## config.mk

```make
export PLATFORM = sky130hd
export DESIGN_NAME = rv32i_fetch_stage
export DESIGN_NICKNAME = d
export VERILOG_FILES = /design/src/rtl/rv32i_fetch_stage_pkg.sv /design/src/rtl/rv32i_sync_fifo.sv /design/src/rtl/rv32i_fetch_stage.sv
export SDC_FILE = /design/constraint.sdc
export NUM_CORES = 1
export LEC_CHECK = 0
export ABC_AREA = 1
export CAP_MARGIN = 40
export CORE_ASPECT_RATIO = 1.5
export CORE_UTILIZATION = 38
export CTS_BUF_LIST = sky130_fd_sc_hd__clkbuf_8 sky130_fd_sc_hd__clkbuf_16
export DETAILED_ROUTE_END_ITERATION = 6
export SLEW_MARGIN = 0
export SYNTH_ARGS = -nofsm -noshare
export SYNTH_HDL_FRONTEND = slang
export SYNTH_SLANG_ARGS = --single-unit
```

## constraint.sdc

```tcl
create_clock -name i_clk -period 4.83 [get_ports i_clk]
set_input_delay 0.483 -clock i_clk [delete_from_list [all_inputs] [get_ports i_clk]]
set_output_delay 0.483 -clock i_clk [all_outputs]
set_load 0.03 [all_outputs]
```

## src/rtl/rv32i_fetch_stage_pkg.sv

```systemverilog
// Shared types and default widths for the RV32I instruction fetch stage.
package rv32i_fetch_stage_pkg;
  localparam int          DEF_BW_ADDR  = 32;
  localparam int          DEF_BW_INST  = 32;
  localparam logic [31:0] DEF_RESET_PC = 32'h0000_0000;
  localparam logic [31:0] INST_NOP     = 32'h0000_0013;

  typedef enum logic {
    S_BOOT  = 1'b0,
    S_FETCH = 1'b1
  } fetch_state_e;
endpackage

```

## src/rtl/rv32i_sync_fifo.sv

```systemverilog
// Generic synchronous FIFO with flush; head is visible combinationally, push and pop take effect at the clock edge.
// Push while full is accepted only together with a pop; flush wins over push/pop.
module rv32i_sync_fifo #(
  parameter int WIDTH = 32,
  parameter int DEPTH = 2
) (
  input  logic                   i_clk,
  input  logic                   i_rstn,
  input  logic                   push,
  input  logic [WIDTH-1:0]       push_dat,
  input  logic                   pop,
  input  logic                   flush,
  output logic [WIDTH-1:0]       head_dat,
  output logic                   empty,
  output logic [$clog2(DEPTH):0] count
);
  localparam int AW = $clog2(DEPTH);

  logic [WIDTH-1:0] mem [DEPTH];
  logic [AW-1:0]    wr_ptr, rd_ptr;
  logic             full, do_push, do_pop;

  assign empty    = (count == '0);
  assign full     = (count == (AW+1)'(DEPTH));
  assign do_pop   = pop & ~empty;
  assign do_push  = push & (~full | do_pop);
  assign head_dat = mem[rd_ptr];

  always_ff @(posedge i_clk or negedge i_rstn) begin
    if (!i_rstn) begin
      wr_ptr <= '0;
      rd_ptr <= '0;
      count  <= '0;
      for (int i = 0; i < DEPTH; i++) mem[i] <= '0;
    end else if (flush) begin
      wr_ptr <= '0;
      rd_ptr <= '0;
      count  <= '0;
    end else begin
      if (do_push) begin
        mem[wr_ptr] <= push_dat;
        wr_ptr      <= wr_ptr + AW'(1);
      end
      if (do_pop) rd_ptr <= rd_ptr + AW'(1);
      if (do_push != do_pop) count <= do_push ? count + (AW+1)'(1) : count - (AW+1)'(1);
    end
  end
endmodule

```

## src/rtl/rv32i_fetch_stage.sv

```systemverilog
// RV32I fetch: credit-limited imem requests, in-order response buffering, redirect flush with stale-response discard.
// Response-to-decode latency 1 cycle; req drops when in-flight + buffered reaches BUF_DEPTH.
module rv32i_fetch_stage
  import rv32i_fetch_stage_pkg::*;
#(
  parameter int                 BW_ADDR   = DEF_BW_ADDR,
  parameter int                 BW_INST   = DEF_BW_INST,
  parameter logic [BW_ADDR-1:0] RESET_PC  = BW_ADDR'(DEF_RESET_PC),
  parameter int                 BUF_DEPTH = 2
) (
  input  logic               i_clk,
  input  logic               i_rstn,
  output logic               o_imem_req,
  output logic [BW_ADDR-1:0] o_imem_addr,
  input  logic               i_imem_gnt,
  input  logic               i_imem_rvalid,
  input  logic [BW_INST-1:0] i_imem_rdata,
  input  logic               i_redirect,
  input  logic [BW_ADDR-1:0] i_redirect_pc,
  output logic               o_inst_valid,
  output logic [BW_INST-1:0] o_inst,
  output logic [BW_ADDR-1:0] o_inst_pc,
  input  logic               i_inst_ready
);
  localparam int CW = $clog2(BUF_DEPTH) + 1;
  localparam int EW = BW_ADDR + BW_INST;

  fetch_state_e       state_q, state_d;
  logic [BW_ADDR-1:0] fetch_pc_q;
  logic [CW-1:0]      discard_q, discard_d;
  logic [CW-1:0]      pcq_count, ibuf_count;
  logic [CW:0]        occupancy;
  logic               pcq_empty, ibuf_empty;
  logic [BW_ADDR-1:0] pcq_head;
  logic [EW-1:0]      ibuf_head;
  logic               fire, resp, keep, deq;
  logic               unused_redirect_lo;

  assign unused_redirect_lo = ^i_redirect_pc[1:0];

  // Credit covers every outstanding request, including ones already marked for discard.
  assign occupancy = {1'b0, pcq_count} + {1'b0, ibuf_count};

  always_comb begin
    state_d    = state_q;
    o_imem_req = 1'b0;
    case (state_q)
      S_BOOT:  state_d = S_FETCH;
      S_FETCH: o_imem_req = (occupancy < (CW+1)'(BUF_DEPTH));
    endcase
  end

  assign o_imem_addr = fetch_pc_q;
  assign fire        = o_imem_req & i_imem_gnt;
  assign resp        = i_imem_rvalid & ~pcq_empty;
  assign keep        = resp & (discard_q == '0) & ~i_redirect;
  assign deq         = o_inst_valid & i_inst_ready & ~i_redirect;

  // On redirect everything still outstanding after this edge belongs to the old stream.
  always_comb begin
    discard_d = discard_q;
    if (i_redirect) discard_d = pcq_count + CW'(fire) - CW'(resp);
    else if (resp && discard_q != '0) discard_d = discard_q - CW'(1);
  end

  always_ff @(posedge i_clk or negedge i_rstn) begin
    if (!i_rstn) begin
      state_q    <= S_BOOT;
      fetch_pc_q <= RESET_PC;
      discard_q  <= '0;
    end else begin
      state_q   <= state_d;
      discard_q <= discard_d;
      if (i_redirect) fetch_pc_q <= {i_redirect_pc[BW_ADDR-1:2], 2'b00};
      else if (fire)  fetch_pc_q <= fetch_pc_q + BW_ADDR'(4);
    end
  end

  rv32i_sync_fifo #(.WIDTH(BW_ADDR), .DEPTH(BUF_DEPTH)) u_pc_queue (
    .i_clk    (i_clk),
    .i_rstn   (i_rstn),
    .push     (fire),
    .push_dat (fetch_pc_q),
    .pop      (resp),
    .flush    (1'b0),
    .head_dat (pcq_head),
    .empty    (pcq_empty),
    .count    (pcq_count)
  );

  rv32i_sync_fifo #(.WIDTH(EW), .DEPTH(BUF_DEPTH)) u_inst_buf (
    .i_clk    (i_clk),
    .i_rstn   (i_rstn),
    .push     (keep),
    .push_dat ({pcq_head, i_imem_rdata}),
    .pop      (deq),
    .flush    (i_redirect),
    .head_dat (ibuf_head),
    .empty    (ibuf_empty),
    .count    (ibuf_count)
  );

  assign o_inst_valid = ~ibuf_empty;
  assign o_inst_pc    = ibuf_head[EW-1:BW_INST];
  assign o_inst       = ibuf_head[BW_INST-1:0];
endmodule

```

# Word level (Yosys, flattened, before mapping)
# Index checks and enable logic that the tools add are counted.
classes:
  order_cmp: 7
  eq_ne: 4
  mux: 25
  reduce_logical: 13
  n_bitwise: 21
  n_addsub: 13
op_table:
  columns: ["cell", "n"]
  rows:
  - ["two-way mux 64 bit", 4]
  - ["two-way mux 32 bit", 6]
  - ["bitwise mux 128 bit", 1]
  - ["bitwise mux 64 bit", 1]
  - ["demux 64 bit (select 1 bit)", 1]
  - ["adder 32 x 3 -> 32 bit, second input constant", 1]
  - ["demux 32 bit (select 1 bit)", 1]
  - ["two-way mux 2 bit", 6]
  - ["nonzero test 2 bit", 6]
  - ["bitwise AND 1 bit", 10]
  - ["greater-or-equal comparator 2 bit, second input constant", 4]
  - ["NOT 1 -> 2 bit", 4]
  - ["zero test 2 bit", 3]
  - ["subtractor 2 x 1 -> 2 bit, second input constant", 3]
  - ["two-way mux 1 bit", 5]
  - ["NOT 1 bit", 5]
  - ["adder 1 bit, second input constant", 4]
  - ["adder 2 x 1 -> 2 bit, second input constant", 2]
  - ["equality test 2 bit, second input constant", 2]
  - ["less-than comparator 2 x 1 -> 1 bit, second input constant", 2]
  - ["adder 2 x 2 -> 3 bit", 1]
  - ["logical AND 1 bit", 3]
  - ["less-than comparator 3 x 2 -> 1 bit, second input constant", 1]
  - ["adder 2 x 1 -> 2 bit", 1]
  - ["4 further kinds", 6]
word_totals:
  output_inout_bits: 98
  wordCells: 96
  in_bits: 70
  register_bits: 235

# Logic depth before layout (Yosys ltp)
# Gate-level depths: netlist of run 1.
depth:
  depth_word: 10
  mapped_depth: 11
  depth_no_buf: 11

# Cells and area by module
# From an unflattened synthesis of run 1, not the netlist that was laid out.
unflattened:
  hier_cells: 1492
  hier_area_um2: 12079.1
modules_own_cells:
  columns: ["mod", "cells_each", "seq_area_each_um2", "area_per_inst_um2", "n_inst"]
  rows:
  - ["rv32i_sync_fifo (u_inst_buf)", 722, 3303.2, 6326.1, 1]
  - ["rv32i_sync_fifo (u_pc_queue)", 379, 1701.6, 3245.6, 1]
  - ["rv32i_fetch_stage", 391, 825.8, 2507.4, 1]

# Worst setup path before layout of run 1
# No wires, ideal clock.
synth_timing:
  path_type: "reg2out"
  startpoint: "register u_pc_queue.count[0]"
  endpoint: "output port o_imem_req"
  t_arrival_ps: 1724
  stages_incl_launch_ff: 5
  n_path_buf: 0
  slack_ps: 2623
  t_required_ps: 4347
  path_cell_list: "dfrtp_1 nand2_1 inv_1 fa_1 nor3b_1"
synth_via:
  elab_chain_len: 3
synth_lines:
  columns: ["element", "line_no", "text"]
  rows:
  - ["start, declared", "rv32i_sync_fifo.sv:15", "output logic [$clog2(DEPTH):0] count"]
  - ["start signal, assigned", "rv32i_sync_fifo.sv:45", "if (do_push != do_pop) count <= do_push ? count + (AW+1)'(1) : count - (AW+1)'(1);"]
  - ["adder 2 x 2 -> 3 bit", "rv32i_fetch_stage.sv:42", "assign occupancy = {1'b0, pcq_count} + {1'b0, ibuf_count};"]
  - ["less-than comparator 3 x 2 -> 1 bit", "rv32i_fetch_stage.sv:49", "S_FETCH: o_imem_req = (occupancy < (CW+1)'(BUF_DEPTH));"]
  - ["two-way mux 1 bit", "rv32i_fetch_stage.sv:47", "case (state_q)"]
  - ["end, declared", "rv32i_fetch_stage.sv:13", "output logic o_imem_req,"]
# Every way passes these cells.

# Worst setup path after layout of run 1
layout_timing:
  startpoint: "register u_inst_buf.rd_ptr"
  endpoint: "output port o_inst[22]"
layout_via:
  elab_chain_len: 4
layout_lines:
  columns: ["element", "line_no", "text"]
  rows:
  - ["start, declared", "rv32i_sync_fifo.sv:20", "logic [AW-1:0] wr_ptr, rd_ptr;"]
  - ["start signal, assigned", "rv32i_sync_fifo.sv:44", "if (do_pop) rd_ptr <= rd_ptr + AW'(1);"]
  - ["NOT 1 -> 2 bit (implied by the code)", "rv32i_sync_fifo.sv:27", "assign head_dat = mem[rd_ptr];"]
  - ["two-way mux 64 bit (implied by the code) (3 in a row)", "rv32i_sync_fifo.sv:27", null]
  - ["end, declared", "rv32i_fetch_stage.sv:21", "output logic [BW_INST-1:0] o_inst,"]
# Every way passes these cells. The select of a mux whose other input is x is not followed.

==> run metrics, run 1 <==
status=finished clean; worst-skew pair later-pin latency=0.51 ns; RSZ-0062 raised after global routing=false; Tmin final=3.35 ns; clock tree buffer depth=3; HP Class=input pin to async pin; CP Class=flip-flop to primary output; CTS sink cnt=225; die area=29,400 um^2; antenna-violating nets left=0; CTS clk-pin slew, worst paths=0.06 ns; setup TNS after final layout=0 ns; hold_buf cts=0; CTS tree=yes; Pwr Total=8.23 mW; syn avg cell area=7.61 um^2; LEAKAGE=6.57 nW; Max-cap violations=0; NumNets Final=1,640; top_reg_cell synth=dfrtp_1; Mapped Area=10,900 um^2; WP data arrival=2.86 ns; Sequential cell area=5630 um^2; # DRC=0; core area=28,100 um^2; Layout area overhead=24.1%; clock root buffer=clkbuf_16; Worst Path Max Fanout=87; Fin. Hold Viols=0; Synth Register Bits=225; vias per cell=4.82; Final period util=0.693; chip width=140 um; CP required=4.35 ns; reg2reg setup slack=2.20 ns; layout cell share with drive strength beyond 1=0.0500; CTS resizes=0; GPL Wtd Cong=0.892; Max Fclk=299 MHz; asr flop ratio synth=1.00; most frequent cells in the layout=nand2_1 (651), dfrtp_1 (224), o21ai_0 (173); vias in the first global route=9,073; Max H-tree Level=1; Synth Instances=1,432; Fill cells=2,746; # setup viols final=0; register area share after synthesis=0.517; largest net degree at the start of global routing=125; Slew @ Worst Pin=0.874 ns; Initial Util=0.388; Clock Skews=0.0144 ns; Detailed Route Iter0 Violations=538; std cell rows=75; Boundary Pins=168; VDD IR-drop max=0.231 mV; Pwr Density=609 nW/um^2; total congestion overflow=0; most common cell after layout, fill and taps aside=nand2_1; drt wl/cell=14.7 um; Die Height=209 um; first-pass GRT wire length=46.7 mm; startpoint type of the worst setup path=flip-flop; Layout Utilization=0.482; initial antenna violation count=0; Detailed Routing Iterations Pass 1=5; Synth Warn #=0; Synth cell types=33; setup bufs post-CTS=0; DR vias=9,292; max-slew violations=0; GR Util All Layers=0.199; EDFF count, synth=0; Port Buffer Count=161; TritonCTS Buffers=23; antenna cell count=0; Post-Route WL=28.3 mm; multi-input logic area=4360 um^2; Detail Placement HPWL=18.8 mm; Rel. slew slack=0.417; endpoint type of the worst setup path=primary output
-- area by class of cell --
type / instances / area share
timing repair buffer: 175 / 0.133
clock inverter: 9 / 0.00657
sequential: 225 / 0.417
inverter: 136 / 0.0381
tap: 346 / 0.0320
clock buffer: 31 / 0.0507
multi-input combinational: 1004 / 0.323
-- metrics by stage --
stage	cells	setup WS, ns	hold WS [ns]	area [um^2]
after floorplan	1435	2.62	0.187	10900
after global placement	1881	1.72	0.462	12600
after detailed placement	1886	1.76	0.465	12700
after CTS	1926	1.42	0.0780	13500
after global routing	1926	1.22	0.0898	13500
final	1926	1.48	0.0151	13500
-- registers in the layout, indices dropped and copies added, names as in the netlist --
signal / cells
discard_q: 2
o_imem_addr: 30
state_q: 1
u_inst_buf.count: 2
u_inst_buf.mem: 124
u_inst_buf.rd_ptr: 1
u_inst_buf.wr_ptr: 1
u_pc_queue.count: 2
u_pc_queue.mem: 60
u_pc_queue.rd_ptr: 1
u_pc_queue.wr_ptr: 1
-- worst paths after layout --
check | from | endpoint | cells past startpoint
min in group i_clk | u_inst_buf.mem[20] | u_inst_buf.mem[20] | 2
max in group asynchronous | i_rstn | u_inst_buf.mem[3] | 2
hold reg to reg | u_inst_buf.mem[20] | u_inst_buf.mem[20] | 2
hold / removal | i_rstn | discard_q[1] | 1
setup reg to reg | u_pc_queue.count[0] | u_pc_queue.mem[61] | 10
setup / recovery | u_inst_buf.rd_ptr | o_inst[22] | 4
-- power breakdown --
group / switching (mW) / total, mW / leakage [nW] / internal (mW)
clock: 0.725 / 1.82 / 0.404 / 1.09
sequential: 0.453 / 3.06 / 2.89 / 2.61
combinational: 2.08 / 3.35 / 3.28 / 1.27
total: 3.26 / 8.23 / 6.57 / 4.97
-- cell families (layout without fill, tap and decap cells) --
kind of cell	after synthesis	count (layout)	synth area share
compound gates	232	232	0.115
xor+xnor	12	12	0.00965
fa+ha+maj	5	5	0.00643
buf+inv	206	351	0.0841
flops	225	225	0.517
other cells	2	5	0.000689
simple gates	750	750	0.268
-- routing by layer --
layer	share of wire	wire [um]	vias to the layer above	global-route usage
met2	0.49	14000	219	0.347
met5	0	0	-	0
met1	0.44	12400	4361	0.255
met4	0.028	798	0	0.0659
met3	0.041	1170	45	0.0230
li1	-	-	4667	-
-- Yosys cell counts (2+ instances only) --
master | number | share of area
a21oi_1 | 5 | 0.0023
a31oi_1 | 3 | 0.0017
buf_2 | 17 | 0.0078
buf_4 | 4 | 0.0028
buf_6 | 12 | 0.012
clkbuf_1 | 35 | 0.012
conb_1 | 2 | 0.00069
dfrtp_1 | 225 | 0.52
ha_1 | 4 | 0.0046
inv_1 | 133 | 0.046
inv_2 | 2 | 0.00069
nand2_1 | 651 | 0.22
nand2_2 | 3 | 0.0017
nand2_4 | 2 | 0.0021
nand3_1 | 30 | 0.014
nor2_1 | 60 | 0.021
o211ai_1 | 4 | 0.0028
o21ai_0 | 173 | 0.079
o21ai_1 | 28 | 0.013
o21ai_2 | 16 | 0.013
xor2_1 | 11 | 0.0088
-- critical path, stage by stage, from the launching register on --
cell             delay (ns)
dfrtp_4                0.95
buf_4                  0.47
nand2_1                0.08
o21ai_0                0.10
clkdlybuf4s50_1        0.71
No activity file was read; power rests on OpenSTA's default activity.
==> run 2, diff against run 1 <==
clock period = 2.9 ns   (was 4.83 ns; I/O delays follow)
==> run metrics, run 2 (synthesized netlist as in run 1, its figures left out) <==
status=finished clean; first-pass GRT wire length=46.5 mm (-0.41%); CTS tree=yes; CP required=2.61 ns (-1.74 ns); # DRC=0 (unchanged); Detailed Route Iter0 Violations=593 (+10%); Layout Utilization=0.487 (+0.00522); Worst path slowest cell=clkdlybuf4s50_1; layout cell share with drive strength beyond 1=0.0577 (+0.00772); Slew @ Worst Pin=0.765 ns (-0.109 ns); TritonCTS Buffers=24 (+4.3%); GR Util All Layers=0.198 (-0.000486); max FFs per register=124 (unchanged); Clock Skews=0.0145 ns (+0.000150 ns); RSZ-0062 raised after global routing=false; Port Buffer Count=161 (unchanged); Initial Util=0.388 (unchanged); core area=28,100 um^2 (unchanged); crit path from=u_inst_buf.rd_ptr; # setup viols final=0 (unchanged); vias in the first global route=8,951 (-1.3%); worst r2r path cells=10 (unchanged); Pwr Density=1020 nW/um^2 (+67%); pre-CTS setup slack=0.455 ns (-1.31 ns); initial antenna violation count=0 (unchanged); clock root buffer=clkbuf_16; cells along the critical path=buf_4 -> o21ai_0 -> clkdlybuf4s50_1; antenna cell count=0 (unchanged); VDD IR-drop max=0.453 mV (+96%); HP Class=input pin to flip-flop; Worst Path Max Fanout=27 (-69%); Die Height=209 um (unchanged); Post-Route WL=28.6 mm (+1.2%); CTS sink cnt=225 (unchanged); worst r2r dst=o_imem_addr[18]; RR Startpoint=u_pc_queue.count[0]; Max H-tree Level=1 (unchanged); clock tree buffer depth=3 (unchanged); endpoint type of the worst setup path=primary output; Detail Placement HPWL=19.3 mm (+2.7%); Pwr Total=13.9 mW (+69%); NumNets Final=1,653 (+0.79%); CTS clk-pin slew, worst paths=0.06 ns (about the same); Top reg by flops=u_inst_buf.mem; worst-skew pair later-pin latency=0.52 ns (about the same); setup TNS after final layout=0 ns (unchanged); most frequent cells in the layout=nand2_1 (651), dfrtp_1 (224), o21ai_0 (173); chip width=140 um (unchanged); largest net degree at the start of global routing=94 (-25%); delay-heaviest family, CP=buffers and inverters; GPL Wtd Cong=0.909 (+1.9%); end of the critical path=o_inst[27]; LEAKAGE=6.64 nW (+1.1%); Rel. slew slack=0.490 (+0.0727); Buf/Inv on CP=2 (unchanged); Hold Slack=0.345 ns (+0.330 ns); Fin. Hold Viols=0 (unchanged); DR vias=9,270 (-0.24%); Layout area overhead=25.4%; Max Fclk=363 MHz; max-slew violations=0 (unchanged); drt wl/cell=14.8 um (+0.46%); reg2reg setup slack=0.57 ns (-1.63 ns); Boundary Pins=168 (unchanged); total congestion overflow=0 (unchanged); Final period util=0.950; Max-cap violations=0 (unchanged); vias per cell=4.78 (-0.96%); Detailed Routing Iterations Pass 1=6 (+1); max incr delay on CP=0.73 ns (-0.22 ns); std cell rows=75 (unchanged); most common cell after layout, fill and taps aside=nand2_1; Tmin final=2.76 ns; die area=29,400 um^2 (unchanged); critical path depth=3 (-1); CTS resizes=0 (unchanged); Final WS setup=0.145 ns (-1.34 ns); startpoint type of the worst setup path=flip-flop; CP Class=flip-flop to primary output; WP data arrival=2.47 ns (-0.39 ns); antenna-violating nets left=0 (unchanged)
[run 2: changes by cell type in the layout (fill, tap and decap cells not counted), sizes merged]
cell / previous run / this run
clkinvlp: 0 / 1
buf: 15 / 26
clkbuf: 31 / 33
dlygate4sd3: 0 / 1
clkinv: 3 / 2
[run 2: how the worst min path moves through the flow]
stage | cells past startpoint | slack (ns) | startpoint | end
global placement | 1 | 0.37 | i_rstn | u_pc_queue.count[1]
CTS | 3 | 0.33 | i_imem_rdata[31] | u_inst_buf.mem[31]
global route | 3 | 0.34 | i_imem_rdata[20] | u_inst_buf.mem[20]
finish | 3 | 0.34 | i_imem_rdata[17] | u_inst_buf.mem[17]
floorplan | 0 | -0.006 | i_rstn | discard_q[0]
detailed placement | 1 | 0.37 | i_rstn | u_pc_queue.count[1]
[run 2: per-layer routing]
layer,up-vias,track usage,share of wire
met5,-,0,0
met4,0,0.0656,0.028
met3,41,0.0242,0.042
met2,242,0.349,0.50
met1,4292,0.251,0.43
li1,4695,-,-
[run 2: cell type report]
type	count	area, um^2
Fill cell	2803	14400
Timing Repair Buffer	187	1900
Multi-Input combinational cell	1004	4360
Inverter	136	515
Clock inverter	9	91.3
Sequential cell	225	5630
Tap cell	346	433
Clock buffer	33	736
[run 2: metrics by stage]
stage,cells,instance area [um^2]
4_1_cts,1939,13600
6_report,1940,13700
5_1_grt,1940,13700
3_3_place_gp,1896,12800
2_1_floorplan,1435,10900
3_5_place_dp,1896,12800
[run 2: timing repair]
action	in CTS	in global routing
setup buffers	0	1
setup endpoints to repair	0	16
endpoints found under the hold margin	89	0
hold buffers	1	0
[run 2: worst register-to-register path: cells and delay by family (launching register included)]
family / cells / cell delay (ns)
flops: 1 / 0.43
compound gates: 1 / 0.13
buf+inv: 3 / 0.50
simple gates: 5 / 0.74
fa+ha+maj: 1 / 0.45
[run 2: report_power, final]
part           switching, mW  total (mW)  internal [mW]
sequential             0.695        5.04           4.34
combinational           3.54        5.68           2.14
clock                   1.24        3.17           1.93
